### src/rtl/icache_bus_pkg.sv
// rtl/icache_bus_pkg.sv - shared types and AXI constants for the icache refill responder
package icache_bus_pkg;

    // Responder sequencing: latch request, address phase, data beats, hand back line.
    typedef enum logic [1:0] {
        ST_IDLE = 2'd0,
        ST_AR   = 2'd1,
        ST_R    = 2'd2,
        ST_RESP = 2'd3
    } refill_state_t;

    localparam logic [1:0] AXI_BURST_INCR = 2'b01;
    localparam logic [1:0] AXI_RESP_OKAY  = 2'b00;
    localparam logic [2:0] AXI_SIZE_4B    = 3'b010;

    // Width of one cache line in bits for a given log2(words per line).
    function automatic int line_width(input int offset_width);
        return 32 << offset_width;
    endfunction

endpackage

### src/rtl/refill_line_buf.sv
// rtl/refill_line_buf.sv - word-addressed line assembly buffer
//
// Ports:
//   clk, rst  : clock, synchronous active-high reset (buffer cleared)
//   clr       : zero the whole line this cycle (has priority over we)
//   we/idx/data: write one 32-bit word at word index idx
//   line      : full assembled line, registered
module refill_line_buf
    import icache_bus_pkg::*;
#(
    parameter int offset_width = 2
) (
    input  logic                                  clk,
    input  logic                                  rst,
    input  logic                                  clr,
    input  logic                                  we,
    input  logic [offset_width-1:0]               idx,
    input  logic [31:0]                           data,
    output logic [line_width(offset_width)-1:0]   line
);

    always_ff @(posedge clk) begin
        if (rst) begin
            line <= '0;
        end else if (clr) begin
            line <= '0;
        end else if (we) begin
            // Word idx occupies bits 32*idx+31 : 32*idx.
            line[{idx, 5'b0} +: 32] <= data;
        end
    end

endmodule

### src/rtl/icache_refill_responder.sv
// rtl/icache_refill_responder.sv - icache refill / uncached fetch to AXI4 read responder
//
// Ports:
//   clk, rst             : clock, synchronous active-high reset
//   icache_mem_req       : level request, held until mem_icache_dataOK
//   addr_icache_mem      : request physical address
//   icache_mem_SUC       : 1 = single uncached fetch, 0 = full line refill
//   icache_mem_size      : access size for uncached fetch (0=1B,1=2B,2=4B)
//   din_mem_icache       : assembled line, valid with mem_icache_dataOK
//   mem_icache_dataOK    : one-cycle completion pulse
//   ar*                  : AXI read address channel (master side)
//   r*                   : AXI read data channel (master side)
//   bus_err              : sticky error flag, cleared only by reset
module icache_refill_responder
    import icache_bus_pkg::*;
#(
    parameter int         offset_width = 2,
    parameter logic [3:0] axi_id       = 4'd0
) (
    input  logic                                 clk,
    input  logic                                 rst,
    input  logic                                 icache_mem_req,
    input  logic [31:0]                          addr_icache_mem,
    input  logic                                 icache_mem_SUC,
    input  logic [1:0]                           icache_mem_size,
    output logic [line_width(offset_width)-1:0]  din_mem_icache,
    output logic                                 mem_icache_dataOK,
    output logic [31:0]                          araddr,
    output logic [7:0]                           arlen,
    output logic [2:0]                           arsize,
    output logic [1:0]                           arburst,
    output logic [3:0]                           arid,
    output logic                                 arvalid,
    input  logic                                 arready,
    input  logic [31:0]                          rdata,
    input  logic [1:0]                           rresp,
    input  logic                                 rlast,
    input  logic [3:0]                           rid,
    input  logic                                 rvalid,
    output logic                                 rready,
    output logic                                 bus_err
);

    localparam logic [7:0] LINE_ARLEN = 8'((1 << offset_width) - 1);

    refill_state_t             state;
    logic [offset_width-1:0]   cnt;
    logic                      last_beat;
    logic                      beat_we;
    logic                      line_clr;
    logic                      rid_unused;

    // Read IDs are not checked: only one transaction is ever outstanding.
    assign rid_unused = ^rid;

    assign arid      = axi_id;
    assign last_beat = (8'(cnt) == arlen);
    assign beat_we   = (state == ST_R) && rvalid;
    // Uncached fetches return one word; the rest of the line must read as zero.
    assign line_clr  = (state == ST_IDLE) && icache_mem_req && icache_mem_SUC;

    always_ff @(posedge clk) begin
        if (rst) begin
            state             <= ST_IDLE;
            cnt               <= '0;
            arvalid           <= 1'b0;
            rready            <= 1'b0;
            mem_icache_dataOK <= 1'b0;
            bus_err           <= 1'b0;
            araddr            <= '0;
            arlen             <= '0;
            arsize            <= '0;
            arburst           <= '0;
        end else begin
            mem_icache_dataOK <= 1'b0;
            case (state)
                ST_IDLE: begin
                    if (icache_mem_req) begin
                        // AR fields double as the latched request registers, so
                        // they stay stable for the whole address phase.
                        cnt     <= '0;
                        arvalid <= 1'b1;
                        arburst <= AXI_BURST_INCR;
                        state   <= ST_AR;
                        if (icache_mem_SUC) begin
                            araddr <= addr_icache_mem;
                            arlen  <= 8'd0;
                            arsize <= {1'b0, icache_mem_size};
                        end else begin
                            araddr <= {addr_icache_mem[31:2+offset_width],
                                       {(2+offset_width){1'b0}}};
                            arlen  <= LINE_ARLEN;
                            arsize <= AXI_SIZE_4B;
                        end
                    end
                end
                ST_AR: begin
                    if (arready) begin
                        arvalid <= 1'b0;
                        rready  <= 1'b1;
                        state   <= ST_R;
                    end
                end
                ST_R: begin
                    if (rvalid) begin
                        cnt <= cnt + 1'b1;
                        // Protocol problems are flagged but the burst still
                        // completes on our own beat count.
                        if ((rlast != last_beat) || (rresp != AXI_RESP_OKAY)) begin
                            bus_err <= 1'b1;
                        end
                        if (last_beat) begin
                            rready            <= 1'b0;
                            mem_icache_dataOK <= 1'b1;
                            state             <= ST_RESP;
                        end
                    end
                end
                ST_RESP: begin
                    state <= ST_IDLE;
                end
                default: begin
                    state <= ST_IDLE;
                end
            endcase
        end
    end

    refill_line_buf #(
        .offset_width (offset_width)
    ) u_line_buf (
        .clk  (clk),
        .rst  (rst),
        .clr  (line_clr),
        .we   (beat_we),
        .idx  (cnt),
        .data (rdata),
        .line (din_mem_icache)
    );

endmodule

### config.mk
export PLATFORM = sky130hd
export DESIGN_NAME = icache_refill_responder
export DESIGN_NICKNAME = d
export VERILOG_FILES = /design/src/rtl/icache_bus_pkg.sv /design/src/rtl/refill_line_buf.sv /design/src/rtl/icache_refill_responder.sv
export SDC_FILE = /design/constraint.sdc
export NUM_CORES = 1
export LEC_CHECK = 0
export CAP_MARGIN = 40
export CORE_UTILIZATION = 56
export DETAILED_ROUTE_END_ITERATION = 10
export DONT_BUFFER_PORTS = 1
export HOLD_SLACK_MARGIN = 0.03
export PLACE_DENSITY = 0.74
export SLEW_MARGIN = 20
export SYNTH_ARGS = -nofsm -noshare
export SYNTH_HDL_FRONTEND = slang
export SYNTH_SLANG_ARGS = --single-unit
### constraint.sdc
create_clock -name clk -period 2 [get_ports clk]
set_clock_uncertainty 0.2 [all_clocks]
set_input_delay 0.2 -clock clk [delete_from_list [all_inputs] [get_ports clk]]
set_output_delay 0.2 -clock clk [all_outputs]
set_load 0.1 [all_outputs]
After elaboration in Yosys (flattened, before gate mapping)
Cells that the tools add are included.
{ "classes": {"add_sub_neg": 2, "n_eq_ne": 9, "shifts": 2, "mux": 20, "bitwise": 2, "reduce_logical": 17} }
{ "ops": {"columns": ["cell", "n"], "rows": [
  ["128-bit bitwise mux", 1],
  ["32-bit by 9-bit variable shift with 128-bit output (first input constant)", 1],
  ["32-bit by 9-bit indexed part select with 128-bit output", 1],
  ["2-bit two-way mux", 8],
  ["7-bit negator with 9-bit output", 1],
  ["3-bit AND reduction", 3],
  ["2-bit by 8-bit == test with 1-bit output", 1],
  ["2-bit inequality test (second input constant)", 4],
  ["2-bit case mux with 4 select lines", 1],
  ["4-bit AND reduction", 2],
  ["2-bit nonzero test", 4],
  ["1-bit two-way mux", 6],
  ["2-bit == test (second input constant)", 2],
  ["4-bit two-way mux", 1],
  ["1-bit case mux with 2 select lines", 2],
  ["2-bit case mux with 2 select lines", 1],
  ["1-bit logical AND", 3],
  ["3-bit OR reduction", 1],
  ["2-bit by 1-bit adder with 2-bit output (second input constant)", 1],
  ["2-bit by 1-bit == test with 1-bit output (second input constant)", 1],
  ["2-bit zero test", 1],
  ["1-bit inverter", 2],
  ["2-bit AND reduction", 1],
  ["2-bit OR reduction", 1],
  ["other kinds (2)", 2]
]} }
{ "totals": {"register_bits": 180, "inputBits": 79, "output_inout_bits": 181, "word_cells": 63} }

Logic depth before layout (Yosys ltp)
Gate-level depths: netlist (run 1).
{ "logic_depth": {"depth_word": 4, "depth_mapped": 8} }

Hierarchy
Synthesis (run 1) repeated with hierarchy kept, for this count alone.
{ "unflattened": {"cells_unflattened": 822, "hier_area_um2": 6734.0} }
{ "by_module_without_submodules": {"columns": ["module", "n_inst", "cells_per_inst", "area_each_um2", "seq_area_each_um2"], "rows": [
  ["refill_line_buf", 1, 597, 4953.5, 2562.5],
  ["icache_refill_responder", 1, 225, 1780.5, 880.8]
]} }

Worst setup path after synthesis (run 1)
OpenSTA, ideal clock, no wires.
{ "synth_path": {"kind": "register to register", "startpoint": "register arlen[0]", "endpoint": "register state[0]", "setup_ns": 0.086, "arrival_time_ns": 1.864, "required_ns": 1.714, "path_slack_ns": -0.150, "path_stages_with_launch": 4, "path_buffers": 0, "period_less_slack_ns": 2.150, "cell_sequence": "dfxtp_1 > nand4_1 > a311o_1 > a221oi_2"} }
{ "synth_between": {"elab_chain_cells": 3} }
{ "synth_rtl": {"columns": ["item", "line", "text"], "rows": [
  ["start: declaration", "icache_refill_responder.sv:29", "output logic [7:0] arlen,"],
  ["start signal: assignment", "icache_refill_responder.sv:71", "arlen <= '0;"],
  ["start signal: assignment", "icache_refill_responder.sv:87", "arlen <= 8'd0;"],
  ["start signal: assignment", "icache_refill_responder.sv:92", "arlen <= LINE_ARLEN;"],
  ["2-bit by 8-bit == test with 1-bit output", "icache_refill_responder.sv:57", "assign last_beat = (8'(cnt) == arlen);"],
  ["2-bit inequality test (no source line)", null, null],
  ["4-bit AND reduction (no source line)", null, null],
  ["end signal: assignment", "icache_refill_responder.sv:64", "state <= ST_IDLE;"],
  ["end signal: assignment", "icache_refill_responder.sv:84", "state <= ST_AR;"],
  ["end signal: assignment", "icache_refill_responder.sv:101", "state <= ST_R;"],
  ["end: declaration", "icache_refill_responder.sv:46", "refill_state_t state;"]
]} }
No other way between the ends.
A chain may end at the register's enable or synchronous reset.

Worst setup path after layout (run 1)
{ "layout_path": {"startpoint": "register cnt[0]", "endpoint": "register u_line_buf.line[72]"} }
{ "layout_between": {"elab_chain_cells": 3} }
{ "layout_rtl": {"columns": ["item", "line", "text"], "rows": [
  ["start: declaration", "icache_refill_responder.sv:47", "logic [offset_width-1:0] cnt;"],
  ["start signal: assignment", "icache_refill_responder.sv:106", "cnt <= cnt + 1'b1;"],
  ["7-bit negator with 9-bit output (*)", "refill_line_buf.sv:29", "line[{idx, 5'b0} +: 32] <= data;"],
  ["32-bit by 9-bit indexed part select with 128-bit output / 32-bit by 9-bit variable shift with 128-bit output (equally long branches)", "refill_line_buf.sv:29", null],
  ["128-bit bitwise mux (*)", "refill_line_buf.sv:29", null],
  ["end signal: indexed assignment", "refill_line_buf.sv:29", null],
  ["end: declaration", "refill_line_buf.sv:19", "output logic [line_width(offset_width)-1:0] line"]
]} }
Every way passes the cells marked *; elsewhere a longest branch is shown, timed or not.

==> flow_summary_export.csv, run 1 <==
group,metric,value,unit
timing,timing.hold.ws,0.0541,ns
pwr,vdd_drop_max,1.01,mV
setup_path,worstPathRequired,2.14,ns
yosys,synth-async-reset-ratio,0,
timing,worst_pin_slew,0.546,ns
yosys,synth_edf_count,0,
yosys,synth_area,6510,um2
flow_run,drv_cap,0,
timing,rsz0062_at_grt,"yes",
timing,relSlewSlack,0.639,
timing,max_freq,521,MHz
cells_and_area,drive_above_1_share,0.252,
floorplan,core-area,11400,um2
clock_tree,cts_tree,"built",
timing,fin_ws,0.0804,ns
yosys,yosysWarnings,0,
cells_and_area,multi_input_area,2780,um2
global_route,grt_pass1_wl,32.7,mm
yosys,yosys.cell_count.top_type,"dfxtp_1",
yosys,synth-seq-cells,172,
place,pre_cts_ws,-0.138,ns
clock_tree,clock_path_buffers,2,
global_route,grt_pass1_vias,6462,
worst_hold_path,hold_path_class,"input pin to register",
global_route,grt.total_usage,0.361,
cells_and_area,syn_to_final_growth,44.1,%
place,port-buffer-count,0,
global_route,grt_max_degree,54,
routing,wl,22.9,mm
routing,drtIter0Drc,523,
clock_tree,cts_root_buf,"clkbuf_16",
cells_and_area,fill_cells,660,
place,placed_area,7950,um2
timing,finalCriticalPeriod,1.92,ns
timing,setup-tns-final,0,ns
floorplan,dieArea,12100,um2
clock_tree,cts.sinks,172,
cells_and_area,nNetsFinal,1029,
yosys,ys_types,43,
floorplan,io_pins,260,
routing,antenna_left,0,
yosys,yosysTopAreaCell,"dfxtp_1",
yosys,synth_top_area_frac,0.529,
routing,viasPerCell,6.14,
yosys,ys_top_cells_by_count,"dfxtp_1, nor2_1, a32oi_1, nand2_1, clkbuf_1",
timing,period_share,0.960,
cells_and_area,stdcell_area,9380,um2
floorplan,dieHeight,110,um
cells_and_area,layout.area.seq,3440,um2
setup_path,crit_fanout,19,
setup_path,worstSetupPathType,"register to register",
routing,drc_errors,0,
yosys,ys_seq_area_frac,0.529,
floorplan,start_util,0.573,
yosys,ys.flop_type,"dfxtp_1",
place,gp_congestion,0.832,
global_route,antenna_found_initial,0,
clock_tree,htree_levels,4,
setup_path,arrival,2.06,ns
setup_path,worstSetupStartpointType,"register",
timing,finalHoldViolations,0,
cells_and_area,post-route-util,0.825,
routing,num_vias,6743,
pwr,cellPowerDensity,1130,nW/um2
yosys,synthesis.instances,722,
floorplan,rows,39,
setup_path,critPathCaptureType,"register",
routing,wl_per_cell,20.8,um
pwr,power_leakage,3.86,nW
floorplan,die_x,110,um
status,status,"complete, no violations",
global_route,grt_overflow,0,
timing,slew_viol_final,0,
place,dp.final_hpwl,13.1,mm
timing,finalSetupViolCount,0,
clock_tree,clk_latency,0.42,ns
clock_tree,numCtsBuffers,17,
clock_tree,clkTransAtPathRegs,0.06,ns
routing,dr.pass1.iters,5,
yosys,avgSynthCellArea,9.02,um2
yosys,synth_area_leaders,"dfxtp_1, a32oi_1, nor2_1",
-- power by group --
group / leakage [nW] / internal [mW] / switching [mW]
Sequential: 1.39 / 3.64 / 0.114
Combinational: 2.18 / 0.813 / 2.66
Clock: 0.291 / 2.10 / 1.32
Total: 3.86 / 6.55 / 4.09
-- sequential cells by signal, indices dropped and copies added (netlist names), 2 cells and up --
signal	cells
araddr	32
arsize	2
cnt	2
state	2
u_line_buf.line	128
-- cells in the final DEF, fill, tap and decap left out, types with 2 or more instances in the layout --
cell and count:
a21oi_1 35, a31oi_1 2, a32oi_1 109, and2_1 3, and2b_1 2, and3b_1 3, and4bb_4 2, buf_12 8
buf_4 190, bufinv_16 3, clkbuf_1 5, clkbuf_16 17, clkbuf_8 4, conb_1 12, dfxtp_1 171, diode_2 2
dlygate4sd3_1 75, ha_1 5, ha_2 2, inv_1 6, nand2_1 82, nand2b_1 4, nand3_1 31, nand4_1 2
nor2_1 116, nor2b_1 15, nor2b_2 2, nor3b_1 2, o21ai_0 16, o21ai_1 4, o21bai_1 2, o32ai_1 2
-- final cells by class --
| class | instances | share of cell area |
|---|---|---|
| antenna | 2 | 0.000533 |
| clock buffer | 26 | 0.0532 |
| clock inverter | 5 | 0.0113 |
| inverter | 6 | 0.00240 |
| multi-input combinational | 471 | 0.296 |
| sequential | 172 | 0.367 |
| tap | 143 | 0.0191 |
| timing repair buffer | 274 | 0.250 |
-- critical path: stages (launching register included) --
cell and delay [ns]:
dfxtp_1 0.33, inv_1 0.09, buf_4 0.16, ha_1 0.24, buf_4 0.22, nand3b_4 0.33, o21ai_0 0.25
-- repair_timing --
item,CTS,global route
pin swaps,0,1
buffers inserted,0,0
setup endpoints to repair,41,82
gates cloned,0,1
hold buffers,76,0
gates resized for setup,2,9
hold endpoints to repair,166,0
-- final timing paths --
check                           cells after the start  slack (ns)                  end       from
worst max register to register                      6        0.08  u_line_buf.line[72]     cnt[0]
worst min-delay path                                3        0.05  u_line_buf.line[59]  rdata[27]
worst max-delay path                                6        0.08  u_line_buf.line[72]     cnt[0]
worst min register to register                      2        0.26            araddr[4]  araddr[4]
-- kinds of logic after synthesis --
kind of cell	count (synthesis)	share of synthesized area
and+or+nand+nor	272	0.185
other	1	0.000576
AOI/OAI and AO/OA	178	0.207
adders and majority gates	8	0.0154
buffers and inverters	91	0.0626
DFF	172	0.529
-- through the flow --
step	total power, mW	cells
detailed placement	6.95	989
CTS	10.5	1096
global route	10.9	1097
floorplan	6.33	733
finish	10.6	1099
global placement	6.85	989
-- layer usage --
metal	vias to the layer above	global-route usage	share of wire
li1	3013	-	-
met1	3178	0.391	0.36
met2	447	0.612	0.49
met3	105	0.125	0.10
met4	0	0.205	0.040
met5	-	0	0
Power figures use the tool's default switching activity.
==> inputs of run 2 (changes only) <==
--- a/config.mk
+++ b/config.mk
@@ -5,12 +5,13 @@
 export SDC_FILE = /design/constraint.sdc
 export NUM_CORES = 1
 export LEC_CHECK = 0
-export CAP_MARGIN = 40
-export CORE_UTILIZATION = 56
+export CELL_PAD_IN_SITES_DETAIL_PLACEMENT = 1
+export CELL_PAD_IN_SITES_GLOBAL_PLACEMENT = 2
+export CORE_UTILIZATION = 32
 export DETAILED_ROUTE_END_ITERATION = 10
 export DONT_BUFFER_PORTS = 1
 export HOLD_SLACK_MARGIN = 0.03
-export PLACE_DENSITY = 0.74
+export PLACE_DENSITY_LB_ADDON = 0.1
 export SLEW_MARGIN = 20
 export SYNTH_ARGS = -nofsm -noshare
 export SYNTH_HDL_FRONTEND = slang
==> run 2 against run 1 <==
Final cell count grew 12%. Global-route usage shrank 12 points. Register-to-register slack gained 0.04 ns. Clock power shrank 2%. Worst hold slack is essentially flat. Largest cell class unchanged.
==> flow_summary_export.csv, run 2 (synthesis gave the netlist of run 1 again) <==
group,metric,value,unit
status,status,"complete, no violations",
floorplan,io_pins,260,
clock_tree,clock_path_buffers,2,
floorplan,dieHeight,145,um
setup_path,crit_fanout,9,
timing,rsz0062_at_grt,"no",
pwr,power_frac_clock,0.316,
routing,antenna_left,0,
routing,wl,25.0,mm
place,dp.final_hpwl,16.9,mm
timing,max_freq,513,MHz
global_route,grt_max_degree,50,
pwr,cellPowerDensity,1110,nW/um2
global_route,grt.total_usage,0.238,
worst_hold_path,min_delay_path_depth,3,
place,gp_congestion,0.767,
setup_path,slowest_stage,"dlygate4sd3_1",
pwr,power_leakage,3.88,nW
global_route,grt_pass1_wl,37.2,mm
cells_and_area,largest_reg_flops,128,
cells_and_area,final_common_cell,"buf_4",
global_route,grt_pass1_vias,6626,
global_route,grt_overflow,0,
timing,period_share,0.974,
flow_run,drv_cap,0,
setup_path,r2r_slack,0.12,ns
setup_path,worstSetupStartpointType,"input pin",
setup_path,max_stage_delay,0.79,ns
clock_tree,clkTransAtPathRegs,0.07,ns
routing,dr.pass1.iters,4,
pwr,switching_share,0.406,
timing,setup-tns-final,0,ns
worst_hold_path,hp-start,"rvalid",
routing,num_vias,6384,
pwr,p_seq_frac,0.352,
cells_and_area,drive_above_1_share,0.263,
setup_path,worstSetupPathType,"input pin to register",
setup_path,reg2reg_to,"u_line_buf.line[45]",
cells_and_area,nNetsFinal,1036,
setup_path,r2r_start,"state[0]",
cells_and_area,post-route-util,0.486,
clock_tree,cts_root_buf,"clkbuf_16",
timing,finalCriticalPeriod,1.95,ns
routing,viasPerCell,5.20,
setup_path,worstPathRequired,2.14,ns
routing,drtIter0Drc,240,
routing,wl_per_cell,20.3,um
floorplan,rows,51,
cells_and_area,regMostFlops,"u_line_buf.line",
worst_hold_path,hold_path_class,"input pin to register",
routing,drc_errors,0,
cells_and_area,final_cell_mix,"buf_4, dfxtp_1, nor2_1, a32oi_1, nand2_1",
cells_and_area,syn_to_final_growth,47.0,%
pwr,intPower,6.29,mW
clock_tree,cts_tree,"built",
floorplan,start_util,0.330,
place,port-buffer-count,0,
pwr,vdd_drop_max,0.619,mV
clock_tree,numCtsBuffers,17,
setup_path,path_cells,"dlygate4sd3_1, or4b_4, a311o_1, a221oi_2",
clock_tree,clk_latency,0.43,ns
timing,finalHoldViolations,0,
clock_tree,htree_levels,4,
timing,relSlewSlack,0.602,
timing,finalSetupViolCount,0,
setup_path,critPathCaptureType,"register",
setup_path,arrival,2.09,ns
timing,slew_viol_final,0,
setup_path,r2r_cells,6,
floorplan,core-area,19700,um2
floorplan,dieArea,20900,um2
cells_and_area,top_regs,"u_line_buf.line x128, araddr x32",
worst_hold_path,holdPathEnd,"rready",
timing,timing.hold.ws,0.0540,ns
floorplan,die_x,145,um
global_route,antenna_found_initial,1,
pwr,combPwrFrac,0.332,
pwr,p_sw,4.31,mW
clock_tree,cts.sinks,172,
timing,worst_pin_slew,0.596,ns
## run 2: how the worst max path moves through the flow
stage             start                    to  slack (ns)  cells past startpoint
6_report         rvalid              state[0]        0.05                      4
5_1_grt          rvalid              state[0]        0.02                      4
4_1_cts          cnt[0]   u_line_buf.line[72]        0.02                      6
3_5_place_dp   state[0]  u_line_buf.line[104]        0.04                      6
3_3_place_gp     cnt[0]   u_line_buf.line[67]        0.13                      6
2_1_floorplan    cnt[0]   u_line_buf.line[12]       -0.08                      8
## run 2: timing repair
action / 4_1_cts / 5_1_grt
hold buffers: 76 / 0
endpoints found under the hold margin: 168 / 0
pin swaps: 0 / 1
setup buffers: 0 / 2
setup endpoints to repair: 1 / 18
gates resized for setup: 1 / 2
## run 2: per-layer routing
layer / share of wire / GRT usage / vias up / wire length (um)
li1: - / - / 3027 / -
met1: 0.41 / 0.275 / 3128 / 10200
met2: 0.50 / 0.412 / 195 / 12600
met3: 0.067 / 0.0681 / 34 / 1680
met4: 0.019 / 0.0914 / 0 / 464
met5: 0 / 0 / - / 0
## run 2: area by class of cell
cell class	count	area [um2]
diodes	1	2.50
clock buffers	18	439
clock inverters	14	145
fillers	2245	10100
inverters	6	22.5
multi-input cells	470	2750
flip-flops and latches	172	3440
well taps	265	332
repair buffers	282	2430
## run 2: worst max-delay path: cells and delay by family
family / cells / cell delay [ns]
AO/OA/AOI/OAI: 2 / 0.56
AND/OR/NAND/NOR: 1 / 0.54
buffers and inverters: 1 / 0.79
## run 2: power groups by stage
| stage | registers [mW] | logic, mW | clock network, mW |
|---|---|---|---|
| floorplan | 5.24 | 1.10 | 0 |
| global placement | 3.80 | 3.24 | 0 |
| detailed placement | 3.81 | 3.32 | 0 |
| CTS | 3.73 | 3.51 | 3.41 |
| global route | 3.75 | 3.70 | 3.56 |
| finish | 3.73 | 3.52 | 3.35 |
## run 2: stage by stage
stage               setup slack, ns  power, mW  std cells  instance area, um2
finish                       0.0520       10.6       1228                9570
global route                 0.0181       11.0       1228                9570
CTS                          0.0168       10.7       1225                9550
detailed placement           0.0366       7.13       1117                8190
global placement              0.126       7.03       1117                8190
floorplan                   -0.0808       6.33        733                6560
==> inputs of run 3 (changes only) <==
--- a/config.mk
+++ b/config.mk
@@ -7,6 +7,7 @@
 export LEC_CHECK = 0
 export CELL_PAD_IN_SITES_DETAIL_PLACEMENT = 1
 export CELL_PAD_IN_SITES_GLOBAL_PLACEMENT = 2
+export CORE_ASPECT_RATIO = 0.75
 export CORE_UTILIZATION = 32
 export DETAILED_ROUTE_END_ITERATION = 10
 export DONT_BUFFER_PORTS = 1
==> run 3 against run 2 <==
Clock power increased by 1%. Non-clock buffer count decreased by 1. Flip-flop and latch count unchanged. Via count increased by 1.5%. Critical path type is now register to register. Largest power group unchanged.
==> flow_summary_export.csv, run 3 (synthesis gave the netlist of run 1 again) <==
group,metric,value,unit
cells_and_area,final_common_cell,"buf_4",
cells_and_area,regMostFlops,"u_line_buf.line",
place,gp_congestion,0.799,
clock_tree,clock_path_buffers,2,
clock_tree,cts_root_buf,"clkbuf_16",
timing,rsz0062_at_grt,"yes",
flow_run,drv_cap,0,
floorplan,io_pins,260,
floorplan,die_x,167,um
worst_hold_path,holdPathEnd,"rready",
floorplan,core-area,19700,um2
setup_path,reg2reg_to,"u_line_buf.line[29]",
cells_and_area,post-route-util,0.488,
setup_path,r2r_cells,5,
floorplan,dieHeight,126,um
place,dp.final_hpwl,16.7,mm
setup_path,worstSetupStartpointType,"register",
setup_path,worstPathRequired,2.16,ns
timing,relSlewSlack,0.621,
setup_path,r2r_start,"cnt[1]",
floorplan,start_util,0.331,
routing,dr.pass1.iters,6,
floorplan,dieArea,20900,um2
routing,num_vias,6481,
global_route,grt.total_usage,0.237,
cells_and_area,syn_to_final_growth,47.4,%
pwr,vdd_drop_max,0.514,mV
cells_and_area,final_cell_mix,"buf_4, dfxtp_1, nor2_1, a32oi_1, nand2_1",
global_route,antenna_found_initial,0,
floorplan,rows,44,
clock_tree,cts_tree,"built",
timing,finalHoldViolations,0,
worst_hold_path,hold_path_class,"input pin to register",
timing,max_freq,508,MHz
setup_path,worstSetupPathType,"register to register",
clock_tree,clk_latency,0.43,ns
timing,finalSetupViolCount,0,
setup_path,r2r_slack,0.03,ns
cells_and_area,diodes,0,
cells_and_area,top_regs,"u_line_buf.line x128, araddr x32",
pwr,cellPowerDensity,1110,nW/um2
pwr,power_leakage,3.90,nW
clock_tree,cts.sinks,172,
setup_path,arrival,2.13,ns
global_route,grt_pass1_vias,6887,
timing,timing.hold.ws,0.0770,ns
worst_hold_path,min_delay_path_depth,3,
cells_and_area,nNetsFinal,1036,
clock_tree,clkTransAtPathRegs,0.07,ns
timing,period_share,0.984,
pwr,p_total,10.6,mW
timing,slew_viol_final,0,
routing,antenna_left,0,
timing,worst_pin_slew,0.567,ns
setup_path,crit_fanout,32,
global_route,grt_overflow,0,
setup_path,critPathCaptureType,"register",
routing,drc_errors,0,
routing,wl_per_cell,20.9,um
status,status,"complete, no violations",
timing,setup-tns-final,0,ns
worst_hold_path,hp-start,"rvalid",
timing,finalCriticalPeriod,1.97,ns
global_route,grt_max_degree,50,
global_route,grt_pass1_wl,38.6,mm
cells_and_area,largest_reg_flops,128,
routing,viasPerCell,5.33,
clock_tree,numCtsBuffers,17,
cells_and_area,drive_above_1_share,0.268,
routing,wl,25.4,mm
place,port-buffer-count,0,
routing,drtIter0Drc,386,
clock_tree,htree_levels,4,
[run 3: report_power, final]
group          internal (mW)  leakage, nW  switching, mW
clock network           1.90        0.276           1.49
registers               3.64         1.39         0.0912
logic                  0.806         2.23           2.69
[run 3: layout make-up]
cell class                      count  area (um2)
Fill cell                        2244       10100
Multi-Input combinational cell    471        2790
Inverter                            6        22.5
Clock buffer                       19         443
Tap cell                          253         317
Clock inverter                     13         153
Timing Repair Buffer              281        2430
Sequential cell                   172        3450
[run 3: repair_timing]
action                                  in CTS  in global routing
endpoints found under the setup margin      39                 94
endpoints found under the hold margin      166                  0
resized for setup                            3                  9
gates cloned                                 0                  1
pin swaps                                    1                  2
hold buffers                                76                  0
setup buffers                                3                  2
[run 3: worst max path at each step]
stage | start | to | slack [ns] | cells past startpoint
after floorplan | cnt[0] | u_line_buf.line[12] | -0.08 | 8
after global placement | cnt[0] | u_line_buf.line[17] | -0.09 | 5
after detailed placement | cnt[1] | u_line_buf.line[29] | -0.26 | 5
after CTS | state[0] | u_line_buf.line[51] | 0.005 | 6
after global routing | cnt[0] | u_line_buf.line[9] | -0.03 | 5
final | cnt[1] | u_line_buf.line[29] | 0.03 | 5
[run 3: through the flow]
step,std cells,worst slack (ns),instance area [um2]
finish,1215,0.0312,9600
global route,1215,-0.0315,9600
CTS,1212,0.00548,9540
detailed placement,1101,-0.265,8140
global placement,1101,-0.0927,8140
floorplan,733,-0.0808,6560
[run 3: layer usage]
layer | share of wire | track usage
met4 | 0.017 | 0.0839
met2 | 0.48 | 0.391
met5 | 0 | 0
met3 | 0.067 | 0.0750
met1 | 0.44 | 0.291
[run 3: worst max-delay path, cell delays in order (launching register included)]
cell and delay (ns):
dfxtp_2 0.34, inv_1 0.07, ha_1 0.29, and4bb_4 0.68, a32oi_1 0.19, nor2_1 0.14
